==> config.mk <==
export PLATFORM = sky130hd
export DESIGN_NAME = alu_exec_unit
export DESIGN_NICKNAME = d
export VERILOG_FILES = /design/src/rtl/alu_pkg.sv /design/src/rtl/alu_shift_iter.sv /design/src/rtl/alu_exec_unit.sv
export SDC_FILE = /design/constraint.sdc
export NUM_CORES = 1
export LEC_CHECK = 0
export ABC_AREA = 1
export BUFFER_PORTS_ARGS = -buffer_cell sky130_fd_sc_hd__buf_2
export CAP_MARGIN = 20
export CORE_ASPECT_RATIO = 0.8
export CORE_UTILIZATION = 30
export CTS_CLUSTER_SIZE = 8
export DETAILED_ROUTE_END_ITERATION = 7
export HOLD_SLACK_MARGIN = 0.1
export PLACE_DENSITY = 0.45
export SYNTH_ARGS = -nofsm -noshare
export SYNTH_HDL_FRONTEND = slang
export SYNTH_SLANG_ARGS = --single-unit
==> constraint.sdc <==
create_clock -name clk -period 2.25 [get_ports clk]
set_input_delay 0.225 -clock clk [delete_from_list [all_inputs] [get_ports clk]]
set_output_delay 0.225 -clock clk [all_outputs]
set_load 0.005 [all_outputs]
==> src/rtl/alu_pkg.sv <==
// Shared encodings for the execution unit: ALU op codes, one-hot branch
// selects, FSM states, and the combinational ALU / branch decoders.
package alu_pkg;

    typedef enum logic [2:0] {
        AluAdd = 3'b000,
        AluSub = 3'b001,
        AluAnd = 3'b010,
        AluOr  = 3'b011,
        AluSll = 3'b100,
        AluSlt = 3'b101,
        AluSrl = 3'b110,
        AluXor = 3'b111
    } alu_op_e;

    typedef enum logic [3:0] {
        BrNone = 4'b0000,
        BrBeq  = 4'b0001,
        BrBlt  = 4'b0010,
        BrBne  = 4'b0100,
        BrBge  = 4'b1000
    } br_sel_e;

    typedef enum logic [1:0] {
        StIdle,
        StShift,
        StDone
    } state_e;

    localparam int unsigned DataW  = 32;
    localparam int unsigned ShamtW = 5;

    // Single-cycle ops. Shifts return A unchanged: that is the shamt == 0 result,
    // non-zero shift amounts go through the iterative shifter instead.
    function automatic logic [DataW-1:0] alu_compute(alu_op_e op, logic [DataW-1:0] a,
                                                     logic [DataW-1:0] b);
        logic [DataW-1:0] res;
        res = a;
        case (op)
            AluAdd: res = a + b;
            AluSub: res = a - b;
            AluAnd: res = a & b;
            AluOr:  res = a | b;
            AluSlt: res = {{(DataW-1){1'b0}}, ($signed(a) < $signed(b))};
            AluXor: res = a ^ b;
            AluSll: res = a;
            AluSrl: res = a;
            default: res = a;
        endcase
        return res;
    endfunction

    // Branch decision; anything other than exactly one select bit gives not-taken.
    function automatic logic branch_eval(logic [3:0] br, logic [DataW-1:0] a,
                                         logic [DataW-1:0] b);
        logic taken;
        taken = 1'b0;
        case (br)
            BrBeq:   taken = (a == b);
            BrBlt:   taken = ($signed(a) < $signed(b));
            BrBne:   taken = (a != b);
            BrBge:   taken = ($signed(a) >= $signed(b));
            default: taken = 1'b0;
        endcase
        return taken;
    endfunction

endpackage

==> src/rtl/alu_shift_iter.sv <==
// Single-bit-per-cycle shifter: load operand and count, then shift once per step
// until the count reaches zero.
module alu_shift_iter
    import alu_pkg::*;
(
    input  logic              clk_i,
    input  logic              rst_i,
    input  logic              load_i,
    input  logic              right_i,
    input  logic [DataW-1:0]  data_i,
    input  logic [ShamtW-1:0] shamt_i,
    input  logic              step_i,
    output logic [DataW-1:0]  next_data_o,
    output logic              last_o
);

    logic [DataW-1:0]  data_q, data_d;
    logic [ShamtW-1:0] count_q, count_d;
    logic              right_q, right_d;

    // Value after one more step; srl zero-fills from the top.
    assign next_data_o = right_q ? {1'b0, data_q[DataW-1:1]} : {data_q[DataW-2:0], 1'b0};

    // This step is the final one when exactly one shift remains.
    assign last_o = (count_q == ShamtW'(1));

    // Next-state: load takes priority, otherwise step while shifts remain.
    always_comb begin
        data_d  = data_q;
        count_d = count_q;
        right_d = right_q;
        if (load_i) begin
            data_d  = data_i;
            count_d = shamt_i;
            right_d = right_i;
        end else if (step_i && (count_q != '0)) begin
            data_d  = next_data_o;
            count_d = count_q - ShamtW'(1);
        end
    end

    // Shifter state registers.
    always_ff @(posedge clk_i or posedge rst_i) begin
        if (rst_i) begin
            data_q  <= '0;
            count_q <= '0;
            right_q <= 1'b0;
        end else begin
            data_q  <= data_d;
            count_q <= count_d;
            right_q <= right_d;
        end
    end

endmodule

==> src/rtl/alu_exec_unit.sv <==
// ALU execution unit: single-cycle ALU ops and branch compare, iterative
// shifts, registered result/flags held until the next completion.
module alu_exec_unit
    import alu_pkg::*;
(
    input  logic             clk,
    input  logic             reset,
    input  logic             in_valid,
    output logic             in_ready,
    input  logic [2:0]       ALUControl,
    input  logic [3:0]       Branch,
    input  logic [DataW-1:0] SrcA,
    input  logic [DataW-1:0] SrcB,
    output logic             done,
    output logic [DataW-1:0] ALUResult,
    output logic             Zero,
    output logic             BranchTaken
);

    state_e           state_q, state_d;
    logic [DataW-1:0] result_q, result_d;
    logic             zero_q, zero_d;
    logic             br_q, br_d;
    logic             br_pend_q, br_pend_d;

    alu_op_e          op;
    logic             accept;
    logic             is_shift;
    logic             shift_load;
    logic             shift_step;
    logic             shift_last;
    logic [DataW-1:0] shift_next;

    assign op         = alu_op_e'(ALUControl);
    assign accept     = in_valid && (state_q == StIdle);
    assign is_shift   = (op == AluSll) || (op == AluSrl);
    assign shift_load = accept && is_shift && (SrcB[ShamtW-1:0] != '0);
    assign shift_step = (state_q == StShift);

    alu_shift_iter u_shift (
        .clk_i       (clk),
        .rst_i       (reset),
        .load_i      (shift_load),
        .right_i     (op == AluSrl),
        .data_i      (SrcA),
        .shamt_i     (SrcB[ShamtW-1:0]),
        .step_i      (shift_step),
        .next_data_o (shift_next),
        .last_o      (shift_last)
    );

    // Next-state and result capture; results only change at a completion edge.
    always_comb begin
        state_d   = state_q;
        result_d  = result_q;
        zero_d    = zero_q;
        br_d      = br_q;
        br_pend_d = br_pend_q;
        case (state_q)
            StIdle: begin
                if (accept) begin
                    if (shift_load) begin
                        // Branch is resolved on the accepted operands and parked
                        // so the visible flag only moves at completion.
                        state_d   = StShift;
                        br_pend_d = branch_eval(Branch, SrcA, SrcB);
                    end else begin
                        state_d  = StDone;
                        result_d = alu_compute(op, SrcA, SrcB);
                        zero_d   = (result_d == '0);
                        br_d     = branch_eval(Branch, SrcA, SrcB);
                    end
                end
            end
            StShift: begin
                if (shift_last) begin
                    state_d  = StDone;
                    result_d = shift_next;
                    zero_d   = (shift_next == '0);
                    br_d     = br_pend_q;
                end
            end
            StDone: begin
                state_d = StIdle;
            end
            default: begin
                state_d = StIdle;
            end
        endcase
    end

    // State and output registers; reset discards any operation in flight.
    always_ff @(posedge clk or posedge reset) begin
        if (reset) begin
            state_q   <= StIdle;
            result_q  <= '0;
            zero_q    <= 1'b1;
            br_q      <= 1'b0;
            br_pend_q <= 1'b0;
        end else begin
            state_q   <= state_d;
            result_q  <= result_d;
            zero_q    <= zero_d;
            br_q      <= br_d;
            br_pend_q <= br_pend_d;
        end
    end

    // Handshake and registered outputs.
    always_comb begin
        in_ready    = (state_q == StIdle);
        done        = (state_q == StDone);
        ALUResult   = result_q;
        Zero        = zero_q;
        BranchTaken = br_q;
    end

endmodule

== Yosys cells after proc, flatten, opt, wreduce, memory -nomap -nowiden ==
Cells that the tools add are included.
Cells by class
  $lt $le $gt $ge: 2
  mux-type cells: 26
  shifts and indexed selects: 0
  equality and inequality tests: 19
  $mul: 0
  add/sub/neg operators: 3
  reduce and logical (&&, ||, !) cells: 17
  div/mod/pow operators: 0
  bitwise operators: 3
Operators by type and width (count)
  2-to-1 mux 32 bit: 9
  one-hot mux 32 bit (7 select lines): 1
  logical NOT 32 bit: 2
  one-hot mux 32 bit (2 select lines): 1
  adder 32 bit: 1
  AND 32 bit: 1
  == test 32 bit: 1
  greater-or-equal comparator 32 bit: 1
  less-than comparator 32 bit: 1
  inequality test 32 bit: 1
  bitwise OR 32 bit: 1
  subtractor 32 bit: 1
  bitwise XOR 32 bit: 1
  == test 3 bit (second input constant): 4
  2-to-1 mux 5 bit: 2
  nonzero test 5 bit: 2
  == test 3 x 2 -> 1 bit (second input constant): 2
  2-to-1 mux 1 bit: 6
  2-to-1 mux 2 bit: 3
  == test 5 x 1 -> 1 bit (second input constant): 1
  subtractor 5 x 1 -> 5 bit (second input constant): 1
  == test 4 x 1 -> 1 bit (second input constant): 1
  == test 4 x 2 -> 1 bit (second input constant): 1
  == test 4 x 3 -> 1 bit (second input constant): 1
  18 further kinds: 24
Word-level totals
  bits in read-only memories: 0
  bits in latches: 0
  register bits: 75
  memories kept: 0
  memory bits (writable): 0
  logic and storage cells: 78

== Longest topological paths before layout ==
  depth in word-level cells: 11
  mapped depth: 22

== Modules after synthesis ==
From an unflattened synthesis, not the netlist that was laid out.
Second synthesis, totals
  cells, all modules: 1911
  area, all modules: 11009.3 um2
Modules (own cells, without submodules)
  alu_exec_unit: area an instance 8627.0 um2, cells each 1572, times used 1
  alu_shift_iter: area an instance 2382.3 um2, cells each 339, times used 1

== Worst setup path after synthesis ==
No wires, ideal clock.
  path type: in2reg
  start: in SrcA[0]
  end: reg zero_q, in the netlist Zero
  arrival: 2.053 ns
  stages on the path: 17
  path slack: 0.129 ns
  library setup time: 0.068 ns
  data required time: 2.182 ns
  path buffers: 0
  cells stage by stage: ha_1 > fa_1 > nand3_1 > nand3_1 > nand2_1 > nand2_1 > nand2_1 > nand2_1 > nand2_1 > nand3_1 > nand3_1 > nand3_1 > nor2_1 > nand2_1 > nor2_1 > nand3_1 > a21oi_2
On the way
  cells in the longest elaborated chain, start to end: 9
  elaborated cells between the ends (all ways): 14
  classes of those cells: add/sub (2); order compare (1); mux (7); bitwise (3); reduce/logical (1)
RTL lines
  from (decl): RTL line alu_exec_unit.sv:12  | input logic [DataW-1:0] SrcA,
  subtractor 32 bit, or another cell as far along: RTL line alu_pkg.sv:41  | AluSub: res = a - b;
  one-hot mux 32 bit (7 select lines) *: RTL line alu_pkg.sv:39  | case (op)
  2-to-1 mux 32 bit *: RTL line alu_exec_unit.sv:62  | if (shift_load) begin
  2-to-1 mux 32 bit *: RTL line alu_exec_unit.sv:61  | if (accept) begin
  2-to-1 mux 32 bit *: RTL line alu_exec_unit.sv:59  | case (state_q)
  logical NOT 32 bit *: RTL line alu_exec_unit.sv:70  | zero_d = (result_d == '0);
  2-to-1 mux 1 bit *: RTL line alu_exec_unit.sv:62
  2-to-1 mux 1 bit *: RTL line alu_exec_unit.sv:61
  one-hot mux 1 bit (2 select lines) *: RTL line alu_exec_unit.sv:59
  to (signal assigned): RTL line alu_exec_unit.sv:103  | zero_q <= zero_d;
  to (decl): RTL line alu_exec_unit.sv:22  | logic zero_q, zero_d;
Every way passes the cells marked *; elsewhere a longest branch is shown, timed or not. The select of a mux whose other input is x is not followed.
A chain may end at the register's enable or synchronous reset.

== Worst setup path in the final report ==
Ends and elaborated chain as after synthesis.

==> flow_metrics.py <==
metrics = {
    "sta": {
        "final.min_clock_period_ns": 2.22,
        "max_freq_ghz": 0.450,
        "whs_ns": 0.258,
        "setup_tns_ns": 0,
        "tightestPinTransition_ns": 0.735,
        "maxSlewViolCount": 0,
        "finalCritPeriodShare_pct": 98.8,
        "skew_ns": 0.0101,
        "slew_headroom_pct": 50.5,
        "setup_violations": 0,
        "setup_ws_ns": 0.0275,
        "rsz0062_at_grt": "yes",
        "hold_viol_final": 0,
    },
    "placement": {
        "post-place-ws_ns": -0.595,
        "place_congestion": 0.964,
        "port_buffers": 109,
        "placed_cells": 2693,
        "placed_area_sq_um": 14200,
        "dp_hpwl_mm": 39.7,
    },
    "global_route": {
        "globalRouteTotalUtil_pct": 26.3,
        "met2_usage_pct": 42.1,
        "grt-busiest-layer": "met2",
        "grt_max_degree": 37,
        "grt_remaining_overflow": 0,
        "grt_pass1_wl_mm": 71.3,
        "grt_pass1_vias": 12309,
        "grt_use_met3_pct": 2.91,
        "antenna_found_initial": 0,
        "use_met1_pct": 36.7,
    },
    "power": {
        "intPower_mw": 5.88,
        "leakagePower_nw": 8.62,
        "swShare_pct": 45.8,
        "p_seq_share_pct": 22.4,
        "power_mw": 10.8,
        "pwr-share-comb_pct": 60.8,
        "p_clk_share_pct": 16.9,
        "peakVddDrop_mv": 0.419,
        "p_sw_mw": 4.96,
        "power.density_nw_per_um2": 690,
    },
    "cells_and_area": {
        "final_net_count": 2428,
        "final_area_sq_um": 15700,
        "fin_cells": 2723,
        "diodes": 0,
        "utilization_pct": 46.2,
        "drive_above_1_share_pct": 34.3,
        "syn2layout_area_growth_pct": 49.7,
        "fillCellCount": 3600,
    },
    "clocking": {
        "numCtsBuffers": 9,
        "insertion_delay_ns": 0.36,
        "clock_path_buffers": 2,
        "htreeDepth": 3,
        "path_clk_slew_ns": 0.06,
        "cts_root_buf": "clkbuf_16",
        "cts_tree": "built",
        "clock_sinks": 75,
    },
    "synth": {
        "syn_nets": 1977,
        "yosys_warnings": 0,
        "syn_avg_cell_area_sq_um": 5.82,
        "ys_seq_area_share_pct": 17.9,
        "synthArstFlopShare_pct": 100,
        "synth_flop_cell": "dfrtp_1",
        "syn_area_sq_um": 10500,
        "synth_cell_type_count": 44,
        "netlist_instances": 1802,
        "synth-edff-count": 0,
        "synth-seq-cells": 75,
    },
    "drt": {
        "drcViolationCount": 0,
        "drtAntennaViolNets": 0,
        "avgViaCountPerCell": 4.85,
        "vias": 13210,
        "drt_pass1_iterations": 7,
        "avgRoutedWirePerCell_um": 17.6,
        "drt_iter0_drc": 925,
        "drt_wl_total_mm": 47.8,
    },
    "floorplanning": {
        "rows": 60,
        "dieWidth_um": 211,
        "dieHeight_um": 169,
        "io_pins": 110,
        "start_util_pct": 30.8,
        "die-area_sq_um": 35700,
        "core_sq_um": 34000,
    },
    "critical_path": {
        "crit_end": "Zero",
        "crit_type": "in -> reg",
        "cp-end-kind": "flip-flop",
        "cp-start-kind": "input pin",
        "reg2reg_to": "Zero",
        "worstPathArrival_ns": 2.51,
        "regToRegSetupSlack_ns": 0.18,
        "critPathLaunch": "SrcA[0]",
        "critPathRequiredTime_ns": 2.54,
        "r2r_start": "u_shift.right_q",
        "cp_max_fo": 3,
        "r2r_cells": 6,
    },
    "flow_run": {
        "cap_violations": 0,
    },
    "worst_hold_path": {
        "hold_path_class": "in -> reg",
    },
    "status": {
        "status": "finished clean",
    },
}
worst max-delay path: stages:
cell,delay (ns)
buf_2,0.11
inv_2,0.08
ha_4,0.14
inv_2,0.04
fa_2,0.39
nand2_4,0.10
nand2_2,0.07
nand3_2,0.10
nand2_4,0.07
nand2_2,0.07
nand2_2,0.08
nand2_1,0.09
nand3_1,0.08
nand3_1,0.11
nand3_2,0.11
nor2_1,0.12
nand3_1,0.10
nor2_2,0.15
nand3_1,0.11
a21oi_2,0.15
sequential cells by signal, summed over array words and instances, names as in the netlist:
register	cells
ALUResult	32
BranchTaken	1
Zero	1
br_pend_q	1
state_q	2
u_shift.count_q	5
u_shift.data_q	32
u_shift.right_q	1
synth_stat cells (2+ instances only):
library cell / n / area [sq um]
mux2i_1: 5 / 50.1
nor2_1: 163 / 612
inv_1: 322 / 1210
a31oi_1: 3 / 18.8
nand2_1: 547 / 2050
nand2_2: 15 / 93.8
nand4_1: 21 / 131
o21bai_1: 6 / 45.0
o21ai_0: 71 / 355
fa_1: 2 / 40.0
a21oi_1: 73 / 365
a22o_1: 4 / 35.0
dfrtp_1: 74 / 1850
ha_1: 99 / 1240
nor3_1: 22 / 110
clkbuf_1: 17 / 63.8
nand3_2: 9 / 90.1
o21ai_1: 7 / 35.0
nor2_2: 11 / 68.8
xor2_1: 2 / 17.5
o21a_1: 2 / 15.0
nor3_2: 5 / 50.1
nand3_1: 139 / 696
inv_2: 15 / 56.3
buf_4: 17 / 128
o22ai_1: 56 / 350
xnor2_1: 2 / 17.5
or2_2: 3 / 18.8
nor4_1: 6 / 37.5
o221ai_1: 37 / 324
a21oi_2: 3 / 26.3
buf_2: 32 / 160
area by class of cell:
cell class | instances | area, sq um | area share [%]
Multi-Input combinational cell | 1321 | 7950 | 50.6
Timing Repair Buffer | 509 | 3660 | 23.3
Sequential cell | 75 | 1880 | 12.0
Inverter | 337 | 1270 | 8.08
Tap cell | 465 | 582 | 3.71
Clock buffer | 10 | 229 | 1.46
Clock inverter | 6 | 138 | 0.876
routing by layer:
metal,vias to the layer above,part of all wire [%]
li1,6648,-
met2,387,45
met3,57,4.8
met1,6118,47
met5,-,0
met4,0,3.0
worst min path at each step:
| stage | startpoint | endpoint | slack [ns] | cells after the start |
|---|---|---|---|---|
| 2_1_floorplan | ALUControl[1] | u_shift.right_q | 0.39 | 2 |
| 3_3_place_gp | reset | u_shift.count_q[4] | 0.23 | 2 |
| 5_1_grt | ALUControl[2] | u_shift.right_q | 0.28 | 3 |
| 6_report | ALUControl[2] | u_shift.right_q | 0.26 | 3 |
| 4_1_cts | ALUControl[2] | u_shift.right_q | 0.24 | 3 |
| 3_5_place_dp | reset | u_shift.count_q[2] | 0.24 | 2 |
kinds of logic (layout without fill, tap and decap cells):
kind of cell / Yosys count / in the layout / share of synthesized area, %
adders and majority gates: 101 / 101 / 12.2
xor gates and xnor gates: 4 / 4 / 0.334
DFF: 75 / 75 / 17.9
buffers and inverters: 406 / 862 / 15.6
muxes: 5 / 5 / 0.477
and+or+nand+nor: 945 / 945 / 38.2
AOI/OAI and AO/OA: 266 / 266 / 15.3
what timing repair did:
action,in CTS,in global routing
pin swaps,3,49
resized for setup,43,203
endpoints found under the hold margin,19,0
hold buffers,1,0
setup endpoints to repair,46,21
buffers inserted,1,12
cells in the final DEF, fill, tap and decap left out, drive strengths merged, types with 2 or more instances in the layout:
cell type and count:
a21oi 76, xor2 2, nand2 562, o21bai 6, o221ai 37, bufinv 4
clkinv 3, o21a 2, nor3 28, buf 508, nor2 175, a22o 4
clkbuf 10, or2 4, inv 336, xnor2 2, mux2i 5, dfrtp 74
o21ai 78, o22ai 56, nand4 21, ha 99, nand3 148, fa 2
nor4 6, a31oi 3
power groups by stage:
stage / combinational (mW) / sequential (mW) / clock, mW
finish: 6.58 / 2.42 / 1.83
global route: 7.25 / 2.50 / 1.91
CTS: 6.23 / 2.42 / 1.86
detailed placement: 6.14 / 2.43 / 0
global placement: 6.10 / 2.43 / 0
floorplan: 3.42 / 2.34 / 0
No activity file was read; power rests on OpenSTA's default activity.
